## src/rtl/cla_pkg.sv

```systemverilog
// Shared constants for the pipelined carry-lookahead adder family.
// Holds the lookahead group width, the default operand width and the
// helper that turns an operand width into a group count.
package cla_pkg;

    localparam int GRP_W         = 4;
    localparam int DEFAULT_WIDTH = 28;

    // Number of 4-bit lookahead groups needed to cover an operand width.
    function automatic int num_groups(input int width);
        return width / GRP_W;
    endfunction

endpackage

```

## src/rtl/cla4_pg.sv

```systemverilog
// 4-bit propagate/generate cell.
// Produces per-bit propagate (a|b) and generate (a&b) plus the group-level
// propagate and generate used by the group carry lookahead.
module cla4_pg (
    input  logic [3:0] a,
    input  logic [3:0] b,
    output logic [3:0] p,
    output logic [3:0] g,
    output logic       p03,
    output logic       g03
);

    assign p = a | b;
    assign g = a & b;

    // Group generate: a carry leaves the group if any bit generates and
    // every bit above it propagates.
    assign g03 = g[3]
               | (p[3] & g[2])
               | (p[3] & p[2] & g[1])
               | (p[3] & p[2] & p[1] & g[0]);

    // Group propagate: an incoming carry passes only if every bit propagates.
    assign p03 = &p;

endmodule

```

## src/rtl/cla28_pipe_adder.sv

```systemverilog
// Two-stage pipelined carry-lookahead adder with valid/ready handshake.
// Stage 1 registers the operands together with per-bit and per-group P/G
// terms; stage 2 resolves group carries by lookahead, ripples the carry
// inside each group, forms the sum and registers sum/cout for the consumer.
module cla28_pipe_adder
    import cla_pkg::*;
#(
    parameter int WIDTH = DEFAULT_WIDTH,
    parameter int GRP   = GRP_W
) (
    input  logic             clk,
    input  logic             rst_n,
    input  logic             in_valid,
    output logic             in_ready,
    input  logic [WIDTH-1:0] a,
    input  logic [WIDTH-1:0] b,
    input  logic             cin,
    output logic             out_valid,
    input  logic             out_ready,
    output logic [WIDTH-1:0] sum,
    output logic             cout
);

    localparam int NGRP = num_groups(WIDTH);

    // ---------------------------------------------------------------
    // Combinational P/G generation on the incoming operands
    // ---------------------------------------------------------------
    logic [WIDTH-1:0] p_comb;
    logic [WIDTH-1:0] g_comb;
    logic [NGRP-1:0]  p03_comb;
    logic [NGRP-1:0]  g03_comb;

    genvar gi;
    generate
        for (gi = 0; gi < NGRP; gi++) begin : g_pg
            cla4_pg u_pg (
                .a   (a[gi*GRP +: GRP]),
                .b   (b[gi*GRP +: GRP]),
                .p   (p_comb[gi*GRP +: GRP]),
                .g   (g_comb[gi*GRP +: GRP]),
                .p03 (p03_comb[gi]),
                .g03 (g03_comb[gi])
            );
        end
    endgenerate

    // ---------------------------------------------------------------
    // Handshake: a stage may load when it is empty or its contents move on
    // ---------------------------------------------------------------
    logic s1_valid_reg;
    logic s2_valid_reg;
    logic s1_adv;
    logic s2_adv;

    assign s2_adv    = !s2_valid_reg || out_ready;
    assign s1_adv    = !s1_valid_reg || s2_adv;
    assign in_ready  = s1_adv;
    assign out_valid = s2_valid_reg;

    // ---------------------------------------------------------------
    // Stage 1 registers
    // ---------------------------------------------------------------
    logic [WIDTH-1:0] s1_a_reg;
    logic [WIDTH-1:0] s1_b_reg;
    logic             s1_cin_reg;
    logic [WIDTH-1:0] s1_p_reg;
    logic [WIDTH-1:0] s1_g_reg;
    logic [NGRP-1:0]  s1_p03_reg;
    logic [NGRP-1:0]  s1_g03_reg;

    // Capture operands and their P/G terms whenever stage 1 can advance.
    always_ff @(posedge clk or negedge rst_n) begin
        if (!rst_n) begin
            s1_valid_reg <= 1'b0;
            s1_a_reg     <= '0;
            s1_b_reg     <= '0;
            s1_cin_reg   <= 1'b0;
            s1_p_reg     <= '0;
            s1_g_reg     <= '0;
            s1_p03_reg   <= '0;
            s1_g03_reg   <= '0;
        end else if (s1_adv) begin
            s1_valid_reg <= in_valid;
            if (in_valid) begin
                s1_a_reg   <= a;
                s1_b_reg   <= b;
                s1_cin_reg <= cin;
                s1_p_reg   <= p_comb;
                s1_g_reg   <= g_comb;
                s1_p03_reg <= p03_comb;
                s1_g03_reg <= g03_comb;
            end
        end
    end

    // ---------------------------------------------------------------
    // Stage 2 combinational: group lookahead, in-group carries, sum
    // ---------------------------------------------------------------
    logic [NGRP:0]    c_grp;
    logic [WIDTH-1:0] c_bit;
    logic             bit_c;
    logic [WIDTH-1:0] sum_next;
    logic             cout_next;

    // Group carries come from the lookahead chain; the per-bit carries inside
    // a group ripple from that group's lookahead carry-in.
    always_comb begin
        c_grp    = '0;
        c_bit    = '0;
        bit_c    = 1'b0;
        c_grp[0] = s1_cin_reg;
        for (int gidx = 0; gidx < NGRP; gidx++) begin
            c_grp[gidx+1] = s1_g03_reg[gidx] | (s1_p03_reg[gidx] & c_grp[gidx]);
            bit_c = c_grp[gidx];
            for (int k = 0; k < GRP; k++) begin
                c_bit[gidx*GRP + k] = bit_c;
                bit_c = s1_g_reg[gidx*GRP + k] | (s1_p_reg[gidx*GRP + k] & bit_c);
            end
        end
        // a^b is bit-for-bit the same as P&~G with P=a|b, G=a&b.
        sum_next  = (s1_a_reg ^ s1_b_reg) ^ c_bit;
        cout_next = c_grp[NGRP];
    end

    // ---------------------------------------------------------------
    // Stage 2 registers
    // ---------------------------------------------------------------
    logic [WIDTH-1:0] sum_reg;
    logic             cout_reg;

    // Load the result whenever stage 2 is free or being drained; hold otherwise.
    always_ff @(posedge clk or negedge rst_n) begin
        if (!rst_n) begin
            s2_valid_reg <= 1'b0;
            sum_reg      <= '0;
            cout_reg     <= 1'b0;
        end else if (s2_adv) begin
            s2_valid_reg <= s1_valid_reg;
            if (s1_valid_reg) begin
                sum_reg  <= sum_next;
                cout_reg <= cout_next;
            end
        end
    end

    assign sum  = sum_reg;
    assign cout = cout_reg;

endmodule

```

## config.mk

```make
export PLATFORM = sky130hd
export DESIGN_NAME = cla28_pipe_adder
export DESIGN_NICKNAME = d
export VERILOG_FILES = /design/src/rtl/cla_pkg.sv /design/src/rtl/cla4_pg.sv /design/src/rtl/cla28_pipe_adder.sv
export SDC_FILE = /design/constraint.sdc
export NUM_CORES = 1
export LEC_CHECK = 0
export CAP_MARGIN = 10
export CORE_ASPECT_RATIO = 1.5
export CORE_MARGIN = 4
export CORE_UTILIZATION = 42
export CTS_BUF_LIST = sky130_fd_sc_hd__clkbuf_4
export CTS_CLUSTER_SIZE = 20
export DETAILED_ROUTE_END_ITERATION = 10
export GPL_ROUTABILITY_DRIVEN = 0
export GPL_TIMING_DRIVEN = 1
export PLACE_DENSITY = 0.66
export SETUP_SLACK_MARGIN = 0.3
export SKIP_LAST_GASP = 1
export SLEW_MARGIN = 10
export SYNTH_ARGS = -nofsm -noshare
export SYNTH_HDL_FRONTEND = slang
export SYNTH_HIERARCHICAL = 1
export SYNTH_SLANG_ARGS = --single-unit
```

## constraint.sdc

```tcl
create_clock -name clk -period 3.6 [get_ports clk]
set_clock_uncertainty 0.2 [all_clocks]
set_input_delay 0.54 -clock clk [delete_from_list [all_inputs] [get_ports clk]]
set_output_delay 0.54 -clock clk [all_outputs]
set_load 0.1 [all_outputs]
```

==> run metrics, run 1 <==
status=complete, no violations; post-CTS sizing=0; initial drt markers=168; syn_area_per_cell=12.57 sq um; Worst Path Buf+Inv=1; # IOs=92; Max Freq=357.1 MHz; Max-Cap Viols=0; CP Cell Sequence=clkdlybuf4s50_1; Mapped Cells=531; total CTS buffers=17; Comb power frac=41.2%; final hold violation count=0; register area=3605 sq um; Peak VDD IR=0.5552 mV; worst min path class=flop to flop; Switching Share=41.61%; Hold Crit Start=sum[8]; Leak=3.386 nW; Nets=689; Die ar.=18010 sq um; worst-path fanout max=2; CP Capture Type=output port; most frequent cells in the layout=143 x dfrtp_1, 89 x clkdlybuf4s50_1, 58 x mux2_2, 56 x mux2_1, 41 x xnor2_1; Slew @ Worst Pin=995.0 ps; pwr dens=694.6 nW/um^2; Die Y=162.4 microns; kind of cell adding the most delay to the critical path=buffers and inverters; WP data required=2860 ps; total power draw=5.674 mW; pin count of the biggest net entering global routing=96; CP Launch Type=flop; RSZ-0062 raised after global routing=no; Internal Power=3.313 mW; Port Buffers=91; sequential power share=38.0%; Yosys cell types=41; Clock transition at path regs=110 ps; CP arrival=2060 ps; drt pass-1 iters=4; critical path startpoint=sum[10]; post-route cell area=8169 sq um; vias in the first global route=4530; share of layout cells above drive strength 1=22.81%; cell area after synthesis=6673 sq um; max incr delay on CP=1150 ps; Max Transition Viols Final=0; Final setup viols=0; Initial Utilization=42.70%; via count=4215; Die W=110.9 microns; total global-route track usage=15.63%; GRT overflow=0; area post-placement=7823 sq um; clk_lat worst skew=520 ps; Clock Power Share=20.9%; Final Cycle Share=77.78%; CTS Buffer Depth=2; setup_tns=0 ps; Yosys reg bits=144; Crit Path Class=flop to output port; Worst slew margin=33.46%; register area share after synthesis=54.00%; FILL cells=1405; area of the multi-input gates=2988 sq um; root buf cell=clkbuf_4; # clock sinks=144; post-DP HPWL=9830 microns; Core Area=15630 sq um; # DRC=0; first-pass GRT wire length=22470 microns; Mapped Nets=592; CTS H-tree lvls=4; initial antenna violation count=1; post-route ant nets=0; via/cell ratio=4.994; Yosys warnings=6; synthesis-to-finish area growth=22.43%; site row count=56; Psw=2.361 mW; crit path max-delay cell type=clkdlybuf4s50_1; commonest non-fill, non-tap cell in the layout=dfrtp_1; worst r2r src=s1_g03_reg[2]; routed wire length=13480 microns; minimum clock period=2800 ps; TritonCTS clock tree=done; DR WL/cell=15.97 microns
-- synthesized netlist by cell type (all sizes together) --
cell / count / area, sq um
o21a: 2 / 15.01
mux2: 114 / 1284
o2111ai: 2 / 17.52
o31ai: 2 / 20.02
buf: 12 / 57.56
nor2: 4 / 15.01
a31oi: 2 / 12.51
nand2b: 3 / 18.77
and2: 29 / 190.2
a31o: 8 / 70.07
nor3: 1 / 5.000
a21oi: 17 / 103.9
o211ai: 1 / 7.510
nor4: 1 / 6.260
inv: 3 / 11.26
a21o: 10 / 75.07
o21ai: 24 / 120.1
or2: 28 / 192.7
nand2: 41 / 153.9
a221o: 7 / 70.07
dfrtp: 144 / 3603
or3: 2 / 12.51
nand3: 3 / 15.01
xor2: 12 / 105.1
nand3b: 1 / 7.510
xnor2: 41 / 359.1
and3: 1 / 6.260
and4: 7 / 70.07
a211o: 1 / 8.760
nor2b: 1 / 6.260
mux2i: 1 / 10.01
clkbuf: 6 / 22.52
-- power groups by stage --
stage | clock network, mW | registers [mW] | logic (mW)
2_1_floorplan | 0 | 3.22 | 0.708
3_3_place_gp | 0 | 2.17 | 2.33
3_5_place_dp | 0 | 2.19 | 2.36
4_1_cts | 1.23 | 2.16 | 2.37
5_1_grt | 1.30 | 2.20 | 2.47
6_report | 1.18 | 2.15 | 2.34
-- repair_timing --
item,in CTS,in global routing
buffers inserted,0,0
endpoints found under the setup margin,0,0
hold buffers,1,0
endpoints found under the hold margin,94,0
-- kinds of logic after synthesis --
logic type,Yosys count,synth area share (%)
compound gates,76,7.800
xor+xnor,53,6.957
buf+inv,21,1.369
flops,144,54.00
mux,115,19.39
simple gates,122,10.48
-- per-layer routing --
layer  vias up  share of wire, %  track usage, %
li1       2049                 -               -
met3        13               3.2           3.643
met5         -                 0               0
met2        68                56           29.25
met1      2085                39           17.42
met4         0               1.3           5.098
-- metrics by stage --
| step | setup slack, ps | std cells | util [%] | hold WS, ps |
|---|---|---|---|---|
| after global placement | 974.7 | 811 | 50.06 | 255.9 |
| final | 800.0 | 844 | 52.28 | 289.2 |
| after detailed placement | 944.3 | 811 | 50.06 | 270.3 |
| after floorplan | 530.8 | 531 | - | 44.41 |
| after CTS | 743.8 | 843 | 52.27 | 296.0 |
| after global routing | 709.3 | 844 | 52.28 | 321.2 |
-- path summary, 6_finish.rpt --
kind | to | slack, ps | cells past startpoint
min in group asynchronous | s1_a_reg[21] | 470 | 2
hold / removal | sum[8] | 290 | 2
setup / recovery | sum[10] | 800 | 1
max in group asynchronous | s1_p_reg[22] | 1930 | 3
setup reg to reg | sum[24] | 1470 | 6
hold reg to reg | sum[8] | 290 | 2
-- worst register-to-register path: stages (launching register included) --
cell	delay [ps]
dfrtp_1	420
or3_1	390
a21oi_2	230
nor2_1	140
a21o_1	240
xnor2_1	150
mux2_2	260
-- layout make-up --
cell class / instances / area share [%]
Clock buffer: 19 / 1.746
Antenna cell: 1 / 0.03063
Multi-Input combinational cell: 366 / 36.58
Inverter: 3 / 0.1378
Clock inverter: 12 / 2.343
Tap cell: 203 / 3.109
Timing Repair Buffer: 96 / 11.93
Sequential cell: 144 / 44.13
(Power assumes the default switching activity.)
==> run 2: changes to the inputs <==
- PLACE_DENSITY: 0.66 -> 0.68
- clock period: 3.6 -> 2.4 ns (I/O delays scaled with it)
==> run metrics, run 2 (same netlist as run 1, synthesis figures left out) <==
status=complete, no violations; Max Freq=490.8 MHz; commonest non-fill, non-tap cell in the layout=dfrtp_1; Final Cycle Share=84.89%; Fin Hold WS=125.8 ps; met3 usage=3.643%; Initial Utilization=42.70%; vias in the first global route=4522; GRT Max-Usage Layer=met2; final core utilization=52.73%; area post-placement=7920 sq um; Internal Power=4.613 mW; Leak=3.514 nW; via/cell ratio=4.994; Nets=705; Final setup viols=0; Max Transition Viols Final=0; worst min path class=input port to asynchronous set/reset pin; worst r2r src=s1_cin_reg; Comb power frac=42.9%; # DRC=0; met2 Usage GRT=28.70%; setup_tns=0 ps; Core Area=15630 sq um; routed wire length=13770 microns; initial antenna violation count=1; clk_lat worst skew=520 ps; pin count of the biggest net entering global routing=51; root buf cell=clkbuf_4; minimum clock period=2037 ps; # IOs=92; CTS H-tree lvls=4; post-route cell area=8239 sq um; Worst slew margin=67.34%; initial drt markers=137; GRT overflow=0; post-route ant nets=0; share of layout cells above drive strength 1=30.53%; Clock Power Share=17.5%; crit path max-delay cell type=dfrtp_2; # clock sinks=144; CP arrival=2260 ps; max incr delay on CP=470 ps; WP data required=2620 ps; site row count=56; total CTS buffers=17; final hold violation count=0; worst-path fanout max=5; DR WL/cell=16.03 microns; Crit Path Class=flop to flop; synthesis-to-finish area growth=23.48%; CP Capture Type=flop; CP Launch Type=flop; first-pass GRT wire length=23010 microns; Worst Path Buf+Inv=0; Die ar.=18010 sq um; Psw=3.584 mW; Port Buffers=91; critical path startpoint=s1_cin_reg; Switching Share=43.72%; Peak VDD IR=0.5016 mV; via count=4290; TritonCTS clock tree=done; met1 global-route usage=18.89%; CP Cell Sequence=a211o_1 -> a21o_1 -> a21o_1 -> a21oi_4 -> mux2i_1 -> nand3_1; CTS Buffer Depth=2; post-DP HPWL=10380 microns; pwr dens=994.8 nW/um^2; critical path's most frequent cell=a21o_1; drt pass-1 iters=4; most frequent cells in the layout=142 x dfrtp_1, 59 x clkdlybuf4s50_1, 58 x mux2_2, 48 x mux2_1, 44 x buf_4; Die Y=162.4 microns; Clock transition at path regs=130 ps; FILL cells=1355; RSZ-0062 raised after global routing=no; Slew @ Worst Pin=489.9 ps; kind of cell adding the most delay to the critical path=compound AO/OA/AOI/OAI gates; total global-route track usage=15.90%; sequential power share=39.6%; Die W=110.9 microns; total power draw=8.196 mW; Max-Cap Viols=0
-- run 2: cell types whose count changed in the layout (fill, tap and decap cells not counted), sizes merged --
cell / previous run / this run
inv: 3 / 4
bufinv: 5 / 2
clkdlybuf4s50: 89 / 59
clkbuf: 19 / 17
clkinv: 4 / 7
buf: 6 / 52
-- run 2: power by group through the flow --
stage | clock network, mW | registers, mW | logic [mW]
4_1_cts | 1.49 | 3.24 | 3.54
6_report | 1.43 | 3.24 | 3.52
3_3_place_gp | 0 | 3.27 | 3.49
3_5_place_dp | 0 | 3.30 | 3.53
5_1_grt | 1.60 | 3.30 | 3.72
2_1_floorplan | 0 | 4.83 | 1.10
-- run 2: layout make-up --
cell class | count | area (sq um) | area share (%)
Sequential cell | 144 | 3608 | 43.80
Clock inverter | 13 | 122.6 | 1.488
Timing Repair Buffer | 112 | 1074 | 13.03
Multi-Input combinational cell | 366 | 3039 | 36.89
Clock buffer | 17 | 127.6 | 1.549
Antenna cell | 1 | 2.502 | 0.03037
Tap cell | 203 | 254.0 | 3.083
Inverter | 3 | 11.26 | 0.1367
-- run 2: stage by stage --
step | std cells | worst slack [ps]
after floorplan | 531 | -376.1
after detailed placement | 823 | 192.7
final | 859 | 362.6
after global routing | 859 | 286.6
after global placement | 823 | 201.5
after CTS | 855 | 289.4
-- run 2: worst paths after layout --
kind                       depth (start not counted)  slack [ps]            to
setup / recovery                                   6         360       sum[15]
hold / removal                                     2         130  s1_a_reg[21]
setup reg to reg                                   6         360       sum[15]
hold reg to reg                                    2         290        sum[4]
max in group asynchronous                          3        1190    s1_cin_reg
min in group clk                                   2         270    s1_cin_reg
-- run 2: timing repair --
| item | in CTS | in global routing |
|---|---|---|
| gates resized for setup | 1 | 5 |
| pin swaps | 0 | 3 |
| endpoints found under the hold margin | 123 | 0 |
| setup buffers | 1 | 3 |
| hold buffers | 1 | 0 |
| endpoints found under the setup margin | 3 | 5 |
-- run 2: routing by layer --
metal  up-vias  wire length [microns]
met3        11                    429
met4         0                    160
li1       2084                      -
met5         -                      0
met1      2125                   5639
met2        70                   7543
==> run 3: changes to the inputs <==
- PLACE_DENSITY: 0.68 -> 0.66
- clock period: 2.4 -> 2 ns (I/O delays scaled with it)
==> run metrics, run 3 (same netlist as run 1, synthesis figures left out) <==
drt pass-1 iters=5; post-route ant nets=0; Max Freq=507.1 MHz; pin count of the biggest net entering global routing=51; Top Layer Used=met4; Worst Path Buf+Inv=0; routed wire length=16850 microns; most frequent cells in the layout=142 x dfrtp_1, 68 x mux2_4, 59 x clkdlybuf4s50_1, 51 x buf_4, 45 x mux2_2; metal3 WL=483 microns; Clock transition at path regs=130 ps; via/cell ratio=5.092; area post-placement=8650 sq um; post-DP HPWL=11100 microns; FILL cells=1193; Switching Share=40.71%; Clock Power Share=16.6%; # clock sinks=144; CP Capture Type=flop; CTS H-tree lvls=4; share of layout cells above drive strength 1=47.20%; total global-route track usage=17.18%; WP data required=2220 ps; Peak VDD IR=0.9914 mV; worst-path fanout max=3; Nets=779; Comb power frac=48.9%; Max Transition Viols Final=0; CTS Buffer Depth=2; status=complete, no violations; Crit Path Class=flop to flop; CP arrival=2190 ps; GRT overflow=0; crit path max-delay cell type=dfrtp_1; clk_lat worst skew=540 ps; Die W=110.9 microns; root buf cell=clkbuf_4; total power draw=11.82 mW; kind of cell adding the most delay to the critical path=compound AO/OA/AOI/OAI gates; DR WL/cell=18.02 microns; post-route cell area=9987 sq um; TritonCTS clock tree=done; Final Cycle Share=98.61%; critical path's most frequent cell=a21o_1; initial drt markers=123; CP Cell Sequence=a211o_1 -> a21o_1 -> a21o_1 -> a21oi_4 -> mux2i_1 -> nand3_1; via count=4761; vias in the first global route=5058; initial antenna violation count=1; commonest non-fill, non-tap cell in the layout=dfrtp_1; Final setup viols=0; met2 WL post-DR=9467 microns; # IOs=92; Place WS=-129.8 ps; Internal Power=7.009 mW; Core Area=15630 sq um; # DRC=0; minimum clock period=1972 ps; first-pass GRT wire length=24800 microns; Max-Cap Viols=0; Psw=4.813 mW; sequential power share=34.5%; Die ar.=18010 sq um; final hold violation count=0; worst min path class=input port to asynchronous set/reset pin; Die Y=162.4 microns; total CTS buffers=17; M1 WL=6568 microns; max incr delay on CP=440 ps; Leak=4.467 nW; Worst slew margin=61.13%; synthesis-to-finish area growth=49.67%; CP Launch Type=flop; Port Buffers=91; RSZ-0062 raised after global routing=yes; site row count=56; pwr dens=1184 nW/um^2; worst setup margin=27.83 ps; Initial Utilization=42.70%; Slew @ Worst Pin=581.3 ps
[run 3: cell count changes in the layout (fill, tap and decap cells not counted), sizes merged]
cell      change
nand2         +2
bufinv        +1
buf          +63
clkbuf       +11
clkinv        -3
clkinvlp      +2
[run 3: area by class of cell]
cell class | instances | area [sq um] | area share, %
clock buffer | 19 | 142.6 | 1.428
tap | 203 | 254.0 | 2.543
sequential | 144 | 3608 | 36.13
antenna | 1 | 2.502 | 0.02506
clock inverter | 13 | 162.7 | 1.629
multi-input combinational | 368 | 3482 | 34.87
inverter | 3 | 11.26 | 0.1128
timing repair buffer | 184 | 2323 | 23.26
[run 3: stage by stage]
stage / util (%) / std cells / hold WS, ps / TNS [ps]
3_5_place_dp: 55.36 / 860 / 95.20 / -7810
6_report: 63.92 / 935 / 80.76 / 0
4_1_cts: 59.17 / 911 / 58.97 / 0
2_1_floorplan: - / 531 / -195.6 / -84520
5_1_grt: 63.92 / 935 / 91.69 / -188.4
3_3_place_gp: 55.36 / 860 / 85.66 / -3256
[run 3: final timing paths]
check | start | end | slack, ps | cells after the start
worst max-delay path | s1_cin_reg | sum[15] | 30 | 6
max in group asynchronous | rst_n | s1_g_reg[2] | 910 | 3
min in group clk | b[8] | s1_b_reg[8] | 220 | 2
worst min register to register | s1_p_reg[4] | s1_p_reg[4] | 330 | 1
worst min-delay path | rst_n | sum[18] | 80 | 2
worst max register to register | s1_cin_reg | sum[15] | 30 | 6
[run 3: power groups by stage]
stage          logic, mW  registers [mW]  clock network, mW
2_1_floorplan       1.35            5.80                  0
3_3_place_gp        5.05            4.07                  0
3_5_place_dp        5.11            4.11                  0
4_1_cts             5.37            4.06               2.03
5_1_grt             6.03            4.14               2.16
6_report            5.78            4.07               1.97
[run 3: layer usage]
layer,track usage (%),vias up
met1,18.86,2408
met2,32.54,84
met3,3.717,24
met4,5.882,0
li1,-,2245
met5,0,-
[run 3: repair_timing]
item / in CTS / in global routing
gates cloned: 0 / 14
hold endpoints to repair: 144 / 0
pin swaps: 39 / 22
setup endpoints to repair: 50 / 167
resized for setup: 27 / 96
setup buffers: 18 / 9
hold buffers: 1 / 0
